`src/rtl/fp_pkg.sv`:
```
// fp_pkg: shared types and helpers for the pipelined FP multiplier.
// Holds the operand class enum, flag bit indices, bias and canonical-NaN helpers.
package fp_pkg;

  typedef enum logic [1:0] {
    CLS_ZERO,
    CLS_NORM,
    CLS_INF,
    CLS_NAN
  } fp_cls_e;

  localparam int FLG_OVF = 2;
  localparam int FLG_UNF = 1;
  localparam int FLG_INV = 0;

  function automatic int fp_bias(input int e);
    return (1 << (e - 1)) - 1;
  endfunction

  // Sign 0, exponent all ones, fraction MSB set; caller trims to word width.
  function automatic logic [63:0] fp_qnan(input int e, input int f);
    logic [63:0] one;
    one = 64'd1;
    return (((one << e) - one) << f) | (one << (f - 1));
  endfunction

endpackage

```
`src/rtl/fp_norm_round.sv`:
```
// fp_norm_round: S3 normalise, round, overflow/underflow detect (combinational).
// Ports: sign_i, exp_i (unbiased-sum exponent), prod_i (mantissa product) -> y_o, flag_o.
// Macro FP_MULT_ROUND_EN selects round-to-nearest-even; otherwise truncation.
module fp_norm_round
  import fp_pkg::*;
#(
  parameter int EXP = 5,
  parameter int FRA = 10
) (
  input  logic                  sign_i,
  input  logic signed [EXP+1:0] exp_i,
  input  logic [2*FRA+1:0]      prod_i,
  output logic [EXP+FRA:0]      y_o,
  output logic [2:0]            flag_o
);

  localparam int EW = EXP + 2;
  localparam logic signed [EW-1:0] ONE  = EW'(1);
  localparam logic signed [EW-1:0] ZERO = EW'(0);
  localparam logic signed [EW-1:0] EMAX = EW'((1 << EXP) - 1);
  localparam logic [EXP-1:0] EONES = '1;

  logic                 hi;
  logic [FRA-1:0]       frac_t;
  logic [FRA-1:0]       frac;
  logic signed [EW-1:0] e_n;
  logic signed [EW-1:0] e_r;
  logic                 ovf;
  logic                 unf;

  // Product in [2,4) when the top bit is set: take one extra right shift.
  assign hi     = prod_i[2*FRA+1];
  assign frac_t = FRA'(prod_i >> (hi ? FRA + 1 : FRA));
  assign e_n    = hi ? exp_i + ONE : exp_i;

`ifdef FP_MULT_ROUND_EN
  logic           guard;
  logic           sticky;
  logic           inc;
  logic [FRA:0]   sum;

  assign guard  = hi ? prod_i[FRA] : prod_i[FRA-1];
  assign sticky = hi ? |prod_i[FRA-1:0] : |prod_i[FRA-2:0];
  assign inc    = guard & (sticky | frac_t[0]);
  assign sum    = {1'b0, frac_t} + {{FRA{1'b0}}, inc};
  // A carry out means the fraction wrapped to zero: mantissa is 2.0.
  assign frac   = sum[FRA-1:0];
  assign e_r    = sum[FRA] ? e_n + ONE : e_n;
`else
  assign frac   = frac_t;
  assign e_r    = e_n;
`endif

  assign ovf = e_r >= EMAX;
  assign unf = e_r <= ZERO;

  always_comb begin
    flag_o = '0;
    y_o    = {sign_i, e_r[EXP-1:0], frac};
    if (ovf) begin
      y_o             = {sign_i, EONES, {FRA{1'b0}}};
      flag_o[FLG_OVF] = 1'b1;
    end else if (unf) begin
      y_o             = {sign_i, {(EXP+FRA){1'b0}}};
      flag_o[FLG_UNF] = 1'b1;
    end
  end

endmodule

```
`src/rtl/fp_mult_pipe.sv`:
```
// fp_mult_pipe: 3-stage FP multiplier with valid/ready and global stall.
// Ports: sys_clk, sys_rst, in_valid/in_ready, A, B, out_valid/out_ready, Y, flag[2:0]
// (flag: [2] overflow, [1] underflow, [0] invalid). Macro FP_MULT_ROUND_EN: RNE rounding.
module fp_mult_pipe
  import fp_pkg::*;
#(
  parameter int EXP = 5,
  parameter int FRA = 10
) (
  input  logic             sys_clk,
  input  logic             sys_rst,
  input  logic             in_valid,
  output logic             in_ready,
  input  logic [EXP+FRA:0] A,
  input  logic [EXP+FRA:0] B,
  output logic             out_valid,
  input  logic             out_ready,
  output logic [EXP+FRA:0] Y,
  output logic [2:0]       flag
);

  localparam int W  = EXP + FRA + 1;
  localparam int MW = FRA + 1;
  localparam int PW = 2 * FRA + 2;
  localparam int EW = EXP + 2;
  localparam logic [EXP-1:0]       EONES = '1;
  localparam logic signed [EW-1:0] BIAS  = EW'(fp_bias(EXP));
  localparam logic [W-1:0]         QNAN  = W'(fp_qnan(EXP, FRA));

  logic                 en;

  logic [EXP-1:0]       ea;
  logic [EXP-1:0]       eb;
  logic [FRA-1:0]       fa;
  logic [FRA-1:0]       fb;
  fp_cls_e              ca;
  fp_cls_e              cb;
  fp_cls_e              c_d;
  logic signed [EW-1:0] e_d;

  logic                 v1_q;
  logic                 s1_q;
  fp_cls_e              c1_q;
  logic signed [EW-1:0] e1_q;
  logic [MW-1:0]        ma1_q;
  logic [MW-1:0]        mb1_q;

  logic                 v2_q;
  logic                 s2_q;
  fp_cls_e              c2_q;
  logic signed [EW-1:0] e2_q;
  logic [PW-1:0]        p2_q;

  logic                 out_valid_q;
  logic [W-1:0]         y_q;
  logic [2:0]           flag_q;

  logic [W-1:0]         nr_y;
  logic [2:0]           nr_flag;
  logic [W-1:0]         y_d;
  logic [2:0]           flag_d;

  // One enable for every stage: the pipe only moves when the output drains.
  assign en       = !out_valid_q || out_ready;
  assign in_ready = en;

  assign ea = A[W-2:FRA];
  assign eb = B[W-2:FRA];
  assign fa = A[FRA-1:0];
  assign fb = B[FRA-1:0];

  // Subnormals fall in the zero class.
  assign ca = (ea == EONES) ? ((fa == '0) ? CLS_INF : CLS_NAN)
            : (ea == '0)    ? CLS_ZERO : CLS_NORM;
  assign cb = (eb == EONES) ? ((fb == '0) ? CLS_INF : CLS_NAN)
            : (eb == '0)    ? CLS_ZERO : CLS_NORM;

  always_comb begin
    c_d = CLS_NORM;
    if (ca == CLS_NAN || cb == CLS_NAN)
      c_d = CLS_NAN;
    else if ((ca == CLS_INF && cb == CLS_ZERO) ||
             (ca == CLS_ZERO && cb == CLS_INF))
      c_d = CLS_NAN;
    else if (ca == CLS_INF || cb == CLS_INF)
      c_d = CLS_INF;
    else if (ca == CLS_ZERO || cb == CLS_ZERO)
      c_d = CLS_ZERO;
  end

  assign e_d = $signed({2'b00, ea}) + $signed({2'b00, eb}) - BIAS;

  fp_norm_round #(
    .EXP (EXP),
    .FRA (FRA)
  ) u_norm_round (
    .sign_i (s2_q),
    .exp_i  (e2_q),
    .prod_i (p2_q),
    .y_o    (nr_y),
    .flag_o (nr_flag)
  );

  always_comb begin
    y_d    = '0;
    flag_d = '0;
    unique case (c2_q)
      CLS_NAN: begin
        y_d             = QNAN;
        flag_d[FLG_INV] = 1'b1;
      end
      CLS_INF:  y_d = {s2_q, EONES, {FRA{1'b0}}};
      CLS_ZERO: y_d = {s2_q, {(W-1){1'b0}}};
      default: begin
        y_d    = nr_y;
        flag_d = nr_flag;
      end
    endcase
  end

  always_ff @(posedge sys_clk or posedge sys_rst) begin
    if (sys_rst) begin
      v1_q        <= 1'b0;
      s1_q        <= 1'b0;
      c1_q        <= CLS_ZERO;
      e1_q        <= '0;
      ma1_q       <= '0;
      mb1_q       <= '0;
      v2_q        <= 1'b0;
      s2_q        <= 1'b0;
      c2_q        <= CLS_ZERO;
      e2_q        <= '0;
      p2_q        <= '0;
      out_valid_q <= 1'b0;
      y_q         <= '0;
      flag_q      <= '0;
    end else if (en) begin
      v1_q <= in_valid;
      if (in_valid) begin
        s1_q  <= A[W-1] ^ B[W-1];
        c1_q  <= c_d;
        e1_q  <= e_d;
        ma1_q <= {1'b1, fa};
        mb1_q <= {1'b1, fb};
      end
      v2_q <= v1_q;
      if (v1_q) begin
        s2_q <= s1_q;
        c2_q <= c1_q;
        e2_q <= e1_q;
        p2_q <= PW'(ma1_q) * PW'(mb1_q);
      end
      out_valid_q <= v2_q;
      if (v2_q) begin
        y_q    <= y_d;
        flag_q <= flag_d;
      end
    end
  end

  assign out_valid = out_valid_q;
  assign Y         = y_q;
  assign flag      = flag_q;

endmodule
```
`config.mk`:
```
export PLATFORM = sky130hd
export DESIGN_NAME = fp_mult_pipe
export DESIGN_NICKNAME = d
export VERILOG_FILES = /design/src/rtl/fp_pkg.sv /design/src/rtl/fp_norm_round.sv /design/src/rtl/fp_mult_pipe.sv
export SDC_FILE = /design/constraint.sdc
export NUM_CORES = 1
export LEC_CHECK = 0
export ABC_AREA = 1
export BUFFER_PORTS_ARGS = -buffer_cell sky130_fd_sc_hd__buf_2
export CORE_MARGIN = 1.5
export CORE_UTILIZATION = 35
export CTS_BUF_LIST = sky130_fd_sc_hd__clkbuf_16
export DETAILED_ROUTE_END_ITERATION = 16
export GPL_TIMING_DRIVEN = 0
export PLACE_DENSITY = 0.58
export RECOVER_POWER = 50
export REMOVE_ABC_BUFFERS = 1
export SETUP_SLACK_MARGIN = 0.1
export SYNTH_ARGS = -nofsm -noshare
export SYNTH_HDL_FRONTEND = slang
export SYNTH_SLANG_ARGS = --single-unit
```
`constraint.sdc`:
```
create_clock -name sys_clk -period 5.8 [get_ports sys_clk]
set_clock_uncertainty 0.1 [all_clocks]
set_input_delay 0.29 -clock sys_clk [delete_from_list [all_inputs] [get_ports sys_clk]]
set_output_delay 0.29 -clock sys_clk [all_outputs]
set_load 0.02 [all_outputs]
```
==> flow_metrics.env, run 1 <==
export IMPL_rsz0062_at_grt="false"
export IMPL_slew_headroom=-1.04
export IMPL_clock_fmax_mhz=191
export IMPL_r2r_start="ma1_q[10]"
export IMPL_finalSetupTns_ps=0
export IMPL_outcome="finished with violations"
export IMPL_drt_first_pass_iters=4
export IMPL_wl_met1_mm=8.02
export IMPL_fp_dieW_um=151
export IMPL_vias=6097
export IMPL_finalWorstPathRequiredPeriod_ps=5240
export IMPL_postCtsSetupBuffers=0
export IMPL_grt_max_degree=58
export IMPL_grt_overflow_total=0
export IMPL_r2r_cells=19
export IMPL_r2r_setup_slack_ps=560
export IMPL_syn_to_final_growth_pct=10.4
export IMPL_final_antenna_net_count=0
export IMPL_path_max_fanout=22
export IMPL_cts_tree="done"
export IMPL_final_nets=1219
export IMPL_tightest_slew_ps=3060
export IMPL_wl_per_cell_um=12.8
export IMPL_drive_above_1_share=0.0797
export IMPL_synth_largest_area_cell="dfrtp_1"
export IMPL_hpwl_mm=13.2
export IMPL_cp_startpoint="ma1_q[10]"
export IMPL_cts_buffer_depth=2
export IMPL_antenna_cells=0
export IMPL_synth_area_leaders="dfrtp_1, fa_1, nand2_1, ha_1, inv_1"
export IMPL_r2r_end="p2_q[21]"
export IMPL_wl_met2_mm=8.02
export IMPL_cts_buffers=9
export IMPL_violations="max-capacitance violations, max-slew violations"
export IMPL_drc=0
export IMPL_critPathCaptureType="register"
export IMPL_setup_viol=0
export IMPL_rows=53
export IMPL_drt_iter0_drc=214
export IMPL_hold_path_end="ma1_q[3]"
export IMPL_portBuffers=56
export IMPL_fillCellCount=2205
export IMPL_clk_pin_slew_ps=70
export IMPL_ys_types=33
export IMPL_cts_sinks=75
export IMPL_vias_per_cell=4.63
export IMPL_ys_seq_area_frac=0.246
export IMPL_syn_cell_area_sq_um=7620
export IMPL_clock_latency_ps=360
export IMPL_start_util=0.360
export IMPL_multi_input_area_sq_um=4800
export IMPL_cts_root_buffer="clkbuf_16"
export IMPL_cp_required_ps=5950
export IMPL_ys_ff_latch=75
export IMPL_syn_inst=1003
export IMPL_drv_cap=1
export IMPL_grt_pass1_wl_mm=29.5
export IMPL_grt_pass1_vias=6231
export IMPL_htreeDepth=3
export IMPL_die_area_sq_um=22700
export IMPL_hold_start="A[3]"
export IMPL_hold_path_class="in -> reg"
export IMPL_dr_wl_met3_um=516
export IMPL_register_area_sq_um=1880
export IMPL_core_sq_um=21200
export IMPL_grt_util_all_layers=0.166
export IMPL_synth_top_area_frac=0.246
export IMPL_ios=57
export IMPL_synth_area_per_cell_sq_um=7.59
export IMPL_antenna_found_initial=0
export IMPL_wl_mm=16.8
export IMPL_finalCritPeriodShare=0.904
export IMPL_slew_violations=58
export IMPL_critical_path_class="reg -> reg"
export IMPL_hold_depth=3
export IMPL_startpoint_type="register"
export IMPL_yosysWarnings=0
export IMPL_cp_arrival_ps=5400
export IMPL_die_y_um=151
export IMPL_gp_congestion=0.801
export IMPL_top_layer_used="met4"
export IMPL_final_hold_viol_count=0
## flip-flops by register name, indices dropped and copies added, names as in the netlist
name       cells
e1_q           7
flag           3
out_valid      1
s1_q           1
v2_q           1
mb1_q         10
Y             16
c2_q           2
ma1_q         11
e2_q           7
c1_q           2
v1_q           1
p2_q          12
s2_q           1
## worst max-delay path by stage
stage,endpoint,depth (start not counted)
2_1_floorplan,p2_q[17],19
3_3_place_gp,p2_q[21],19
3_5_place_dp,p2_q[21],19
4_1_cts,p2_q[21],19
5_1_grt,p2_q[21],19
6_report,p2_q[21],19
## cell usage in the layout, fill, tap and decap left out, types with 2 or more instances in the layout
master	synthesis	routed
nand2_1	330	330
inv_1	211	210
fa_1	80	80
dfrtp_1	75	74
ha_1	67	67
buf_2	0	52
nor2_1	47	46
o21ai_0	39	38
a21oi_1	30	30
nand3_1	25	25
nand4_1	9	9
clkbuf_16	0	9
xnor2_1	8	8
nor3_1	8	8
nor4_1	6	6
clkbuf_1	36	6
xor2_1	5	5
o21ai_1	3	4
a31oi_1	3	3
nand3b_1	3	3
o21a_1	2	2
nand2_4	2	2
or2_2	2	2
inv_6	0	2
clkinv_4	0	2
## logic make-up after synthesis
group                      Yosys count  synth area share
xor gates and xnor gates            14            0.0186
buffers and inverters              250             0.124
muxes                                1           0.00148
AOI/OAI and AO/OA                   79            0.0537
DFF                                 75             0.246
and+or+nand+nor                    437             0.235
adders and majority gates          147             0.320
## area by class of cell
cell class,count,share of cell area
clock buffer,9,0.0268
clock inverter,7,0.00833
inverter,213,0.0952
multi-input combinational,678,0.571
sequential,75,0.223
tap,275,0.0409
timing repair buffer,59,0.0348
## routing by layer
metal  vias up  track usage
met4         0       0.0515
met2        81        0.283
met1      2923        0.218
li1       3075            -
met3        18       0.0245
met5         -            0
## Yosys cell counts, drive strengths merged
| cell type | number |
|---|---|
| fa | 80 |
| o21ai | 42 |
| xor2 | 6 |
| nor3 | 9 |
| o21bai | 1 |
| a31oi | 3 |
| mux2 | 1 |
| or2 | 2 |
| nand3 | 27 |
| nor2 | 48 |
| nand4 | 9 |
| inv | 212 |
| clkinv | 1 |
| a211oi | 1 |
| xnor2 | 8 |
| nand2 | 333 |
| buf | 1 |
| ha | 67 |
| nand3b | 3 |
| a21oi | 30 |
| clkbuf | 36 |
| nor4 | 6 |
| o21a | 2 |
| dfrtp | 75 |
## metrics by stage
stage | cells | hold WS (ps) | worst slack, ps | utilization | instance area [sq um]
finish | 1316 | 36.9 | 557 | 0.397 | 8410
detailed placement | 1299 | 169 | 69.1 | 0.385 | 8140
global route | 1316 | 44.9 | 188 | 0.397 | 8410
floorplan | 966 | 300 | 834 | - | 7470
global placement | 1297 | 340 | 80.6 | 0.383 | 8100
CTS | 1316 | 20.8 | 341 | 0.399 | 8450
## critical path: stages, from the launching register on
cell and delay (ps):
dfrtp_2 650, nand2_1 150, fa_1 520, fa_1 550
inv_1 50, fa_1 510, fa_1 550, inv_1 50
fa_1 530, inv_1 40, ha_1 340, nand2_1 110
nor2_1 160, nand4_1 100, o21ai_1 330, nand2_1 130
nand2_1 80, nand2_1 50, nand3_1 50, nand2_1 60
## what timing repair did
| action | 4_1_cts | 5_1_grt |
|---|---|---|
| endpoints found under the setup margin | 2 | 2 |
| gates resized for setup | 1 | 1 |
| hold endpoints to repair | 18 | 0 |
| hold buffers | 1 | 0 |
Power of run 1 is left out: the tool's default activity adds up to more than one toggle a clock period on the data nets, which glitch-free logic cannot reach.
==> run 2: changes to the inputs <==
--- a/config.mk
+++ b/config.mk
@@ -9,8 +9,9 @@
 export BUFFER_PORTS_ARGS = -buffer_cell sky130_fd_sc_hd__buf_2
 export CORE_MARGIN = 1.5
 export CORE_UTILIZATION = 35
-export CTS_BUF_LIST = sky130_fd_sc_hd__clkbuf_16
+export CTS_BUF_LIST = sky130_fd_sc_hd__clkbuf_8
 export DETAILED_ROUTE_END_ITERATION = 16
+export GPL_ROUTABILITY_DRIVEN = 0
 export GPL_TIMING_DRIVEN = 0
 export PLACE_DENSITY = 0.58
 export RECOVER_POWER = 50
@@ -18,4 +19,5 @@
 export SETUP_SLACK_MARGIN = 0.1
 export SYNTH_ARGS = -nofsm -noshare
 export SYNTH_HDL_FRONTEND = slang
+export SYNTH_HIERARCHICAL = 1
 export SYNTH_SLANG_ARGS = --single-unit
==> flow_metrics.env, run 2 <==
export IMPL_outcome="finished with violations"
export IMPL_violations="max-capacitance violations, max-slew violations"
export IMPL_worst_path_buf_inv=4
export IMPL_cp_required_ps=5950
export IMPL_place_ws_ps=537
export IMPL_wl_per_cell_um=12.0
export IMPL_slowest_stage="dfrtp_1"
export IMPL_synth_area_per_cell_sq_um=7.32
export IMPL_clk_pin_slew_ps=80
export IMPL_path_max_fanout=22
export IMPL_dp_cells=1436
export IMPL_cp_cell_sequence="nand2_1 > fa_1 > inv_1 > fa_1 > fa_1 > fa_1 > inv_1 > fa_1 > inv_1 > ha_1 > nand2_1 > inv_1 > a21oi_1 > nand3_2 > o21ai_0 > nand2_1"
export IMPL_finalWorstPathRequiredPeriod_ps=5240
export IMPL_drc=0
export IMPL_hold_depth=3
export IMPL_path_depth=16
export IMPL_drt_first_pass_iters=4
export IMPL_hold_path_class="in -> reg"
export IMPL_htreeDepth=3
export IMPL_syn_cell_area_sq_um=8150
export IMPL_cts_tree="done"
export IMPL_cp_arrival_ps=5390
export IMPL_mostFrequentLayoutCells="nand2_1, inv_1, fa_1"
export IMPL_drive_above_1_share=0.0807
export IMPL_largest_register_ffs=16
export IMPL_final_hold_viol_count=0
export IMPL_slew_violations=54
export IMPL_finalSetupTns_ps=0
export IMPL_portBuffers=56
export IMPL_critPathCaptureType="register"
export IMPL_fp_dieW_um=156
export IMPL_wl_mm=17.4
export IMPL_hold_path_end="mb1_q[9]"
export IMPL_setup_viol=0
export IMPL_cts_root_buffer="clkbuf_8"
export IMPL_postCtsSetupBuffers=0
export IMPL_setup_slack_ps=563
export IMPL_syn_to_final_growth_pct=7.92
export IMPL_final_cells=1453
export IMPL_core_sq_um=22800
export IMPL_vias_per_cell=4.41
export IMPL_r2r_setup_slack_ps=560
export IMPL_r2r_end="p2_q[13]"
export IMPL_rows=55
export IMPL_path_common_cell="fa_1"
export IMPL_hold_ws_ps=14.2
export IMPL_final_antenna_net_count=0
export IMPL_critical_path_class="reg -> reg"
export IMPL_ios=57
export IMPL_startpoint_type="register"
export IMPL_rsz0062_at_grt="false"
export IMPL_antenna_found_initial=0
export IMPL_grt_util_all_layers=0.155
export IMPL_cts_resized=0
export IMPL_clock_fmax_mhz=191
export IMPL_die_area_sq_um=24200
export IMPL_antenna_cells=0
export IMPL_fillCellCount=2426
export IMPL_tightest_slew_ps=2900
export IMPL_start_util=0.358
export IMPL_finalCritPeriodShare=0.903
export IMPL_cts_buffer_depth=2
export IMPL_yosysWarnings=6
export IMPL_hold_start="B[9]"
export IMPL_clock_latency_ps=380
export IMPL_drv_cap=1
export IMPL_grt_pass1_vias=6260
export IMPL_slew_headroom=-0.931
export IMPL_crit_family="adder cells"
export IMPL_grt_max_degree=54
export IMPL_postCtsHoldBufs=1
export IMPL_die_y_um=156
export IMPL_grt_overflow_total=0
export IMPL_grt_pass1_wl_mm=30.1
export IMPL_cts_sinks=75
export IMPL_vias=6402
export IMPL_syn_inst=1113
export IMPL_hpwl_mm=13.7
export IMPL_layout_commonest_cell="nand2_1"
export IMPL_r2r_start="ma1_q[10]"
export IMPL_cts_buffers=9
export IMPL_drt_iter0_drc=310
export IMPL_r2r_cells=16
export IMPL_final_nets=1322
export IMPL_max_stage_delay_ps=870
run 2: worst reg2reg max path: cells and delay by family, from the launching register on:
family          cells  cell delay (ps)
flops               1              870
fa+ha+maj           6             2950
simple gates        4              540
buf+inv             4              240
compound gates      2              430
run 2: through the flow:
stage                util  area [sq um]
floorplan               -          7910
global placement    0.377          8580
detailed placement  0.378          8610
CTS                 0.388          8830
global route        0.386          8800
finish              0.386          8800
run 2: worst max path at each step:
stage                           to  slack (ps)       from
after detailed placement  p2_q[20]         540  ma1_q[10]
after floorplan           p2_q[20]        1050  ma1_q[10]
after global routing      p2_q[15]         170  ma1_q[10]
after global placement    p2_q[20]         590  ma1_q[10]
after CTS                 p2_q[20]         540  ma1_q[10]
final                     p2_q[13]         560  ma1_q[10]
run 2: routing by layer:
layer	share of wire	track usage	vias to the layer above	wire length, um
li1	-	-	3339	-
met1	0.51	0.219	2976	8900
met3	0.028	0.0222	13	492
met5	0	0	-	0
met2	0.45	0.250	74	7830
met4	0.011	0.0363	0	188
run 2: cell type report:
type,count,area [sq um],share of cell area
Clock inverter,7,91.3,0.0104
Timing Repair Buffer,58,283,0.0321
Sequential cell,75,1880,0.213
Inverter,244,917,0.104
Clock buffer,9,124,0.0141
Tap cell,313,392,0.0445
Multi-Input combinational cell,747,5110,0.581
Power of run 2 is left out for the same reason.
==> run 3: changes to the inputs <==
--- a/config.mk
+++ b/config.mk
@@ -12,7 +12,6 @@
 export CTS_BUF_LIST = sky130_fd_sc_hd__clkbuf_8
 export DETAILED_ROUTE_END_ITERATION = 16
 export GPL_ROUTABILITY_DRIVEN = 0
-export GPL_TIMING_DRIVEN = 0
 export PLACE_DENSITY = 0.58
 export RECOVER_POWER = 50
 export REMOVE_ABC_BUFFERS = 1
==> constraint.sdc (replaced) <==
create_clock -name sys_clk -period 5.03 [get_ports sys_clk]
set_clock_uncertainty 0.1 [all_clocks]
set_input_delay 0.2515 -clock sys_clk [delete_from_list [all_inputs] [get_ports sys_clk]]
set_output_delay 0.2515 -clock sys_clk [all_outputs]
set_load 0.02 [all_outputs]
==> flow_metrics.env, run 3 (synthesized netlist as in run 2, its figures left out) <==
export IMPL_clock_latency_ps=380
export IMPL_register_area_sq_um=1900
export IMPL_htreeDepth=3
export IMPL_mostFrequentLayoutCells="nand2_1, inv_1, fa_1"
export IMPL_worst_path_buf_inv=4
export IMPL_violations="max-capacitance violations, max-slew violations"
export IMPL_finalSetupTns_ps=0
export IMPL_setup_viol=0
export IMPL_vias_per_cell=4.46
export IMPL_wl_met1_mm=9.34
export IMPL_die_y_um=156
export IMPL_finalCritPeriodShare=0.932
export IMPL_antenna_found_initial=0
export IMPL_slowest_stage="fa_1"
export IMPL_outcome="finished with violations"
export IMPL_antenna_cells=0
export IMPL_wl_met2_mm=8.19
export IMPL_final_hold_viol_count=0
export IMPL_hpwl_mm=14.4
export IMPL_drt_first_pass_iters=5
export IMPL_ios=57
export IMPL_fp_dieW_um=156
export IMPL_slew_violations=78
export IMPL_startpoint_type="register"
export IMPL_grt_util_all_layers=0.162
export IMPL_wl_mm=18.4
export IMPL_syn_to_final_growth_pct=12.6
export IMPL_hold_path_class="in -> reg"
export IMPL_final_nets=1363
export IMPL_path_max_fanout=9
export IMPL_max_stage_delay_ps=540
export IMPL_grt_overflow_total=0
export IMPL_fin_util=0.403
export IMPL_cts_buffers=9
export IMPL_drv_cap=2
export IMPL_start_util=0.358
export IMPL_cts_sinks=75
export IMPL_r2r_setup_slack_ps=340
export IMPL_dp_cells=1449
export IMPL_drt_iter0_drc=300
export IMPL_die_area_sq_um=24200
export IMPL_largest_register_ffs=16
export IMPL_multi_input_area_sq_um=5160
export IMPL_cp_arrival_ps=4900
export IMPL_tightest_slew_ps=1870
export IMPL_critPathCaptureType="register"
export IMPL_cts_buffer_depth=2
export IMPL_drc=0
export IMPL_vias=6658
export IMPL_cp_required_ps=5240
export IMPL_grt_max_degree=49
export IMPL_clk_pin_slew_ps=100
export IMPL_wl_per_cell_um=12.3
export IMPL_top_layer_used="met4"
export IMPL_rows=55
export IMPL_finalWorstPathRequiredPeriod_ps=4690
export IMPL_final_antenna_net_count=0
export IMPL_core_sq_um=22800
export IMPL_grt_pass1_wl_mm=31.7
export IMPL_drive_above_1_share=0.117
export IMPL_grt_pass1_vias=6568
export IMPL_rsz0062_at_grt="true"
export IMPL_cts_tree="done"
export IMPL_dr_wl_met3_um=644
export IMPL_final_cells=1494
export IMPL_layout_commonest_cell="nand2_1"
export IMPL_slew_headroom=-0.248
export IMPL_clock_fmax_mhz=213
export IMPL_critical_path_class="reg -> reg"
export IMPL_fillCellCount=2420
export IMPL_crit_family="adder cells"
export IMPL_cts_root_buffer="clkbuf_8"
export IMPL_portBuffers=56
export IMPL_cp_cell_sequence="nand2_1 > inv_1 > fa_1 > fa_1 > fa_1 > fa_1 > inv_1 > fa_1 > inv_1 > ha_1 > nand2_1 > inv_1 > a21oi_1 > nand3_2 > nand2_2 > nand2_1 > nand2_1 > nand3_1 > nand2_1"
==> run 3: through the flow <==
stage	setup slack [ps]	hold slack, ps	cell area [sq um]
2_1_floorplan	284	261	7910
3_3_place_gp	144	360	8680
3_5_place_dp	111	360	8680
4_1_cts	115	14.3	9000
5_1_grt	90.7	31.3	9180
6_report	344	29.5	9180
==> run 3: area by class of cell <==
cell class	count	share of cell area
inverters	244	0.0998
flip-flops and latches	75	0.207
multi-input cells	747	0.562
clock buffers	9	0.0135
clock inverters	7	0.00941
repair buffers	99	0.0657
well taps	313	0.0427
==> run 3: path summary, 6_finish.rpt <==
check / startpoint / endpoint / cells past startpoint
worst max-delay path: ma1_q[4] / p2_q[21] / 19
worst min-delay path: B[3] / mb1_q[3] / 3
worst max register to register: ma1_q[4] / p2_q[21] / 19
worst min register to register: e1_q[4] / e2_q[4] / 2
max in group asynchronous: sys_rst / e2_q[5] / 3
min in group asynchronous: sys_rst / ma1_q[6] / 2
==> run 3: repair_timing <==
item                                    in CTS  in global routing
hold buffers                                10                  0
hold endpoints to repair                    10                  0
pin swaps                                    0                  0
setup buffers                                0                 19
endpoints found under the setup margin       2                 12
resized for setup                            1                 28
==> run 3: routing by layer <==
metal / global-route usage / vias to the layer above
met3: 0.0253 / 14
met4: 0.0331 / 0
met5: 0 / -
met1: 0.228 / 3108
li1: - / 3417
met2: 0.263 / 119
==> run 3: tightest hold or removal path: stages <==
cell and delay (ps):
buf_2 90, inv_1 50, o21ai_0 80
Power of run 3 is left out for the same reason.
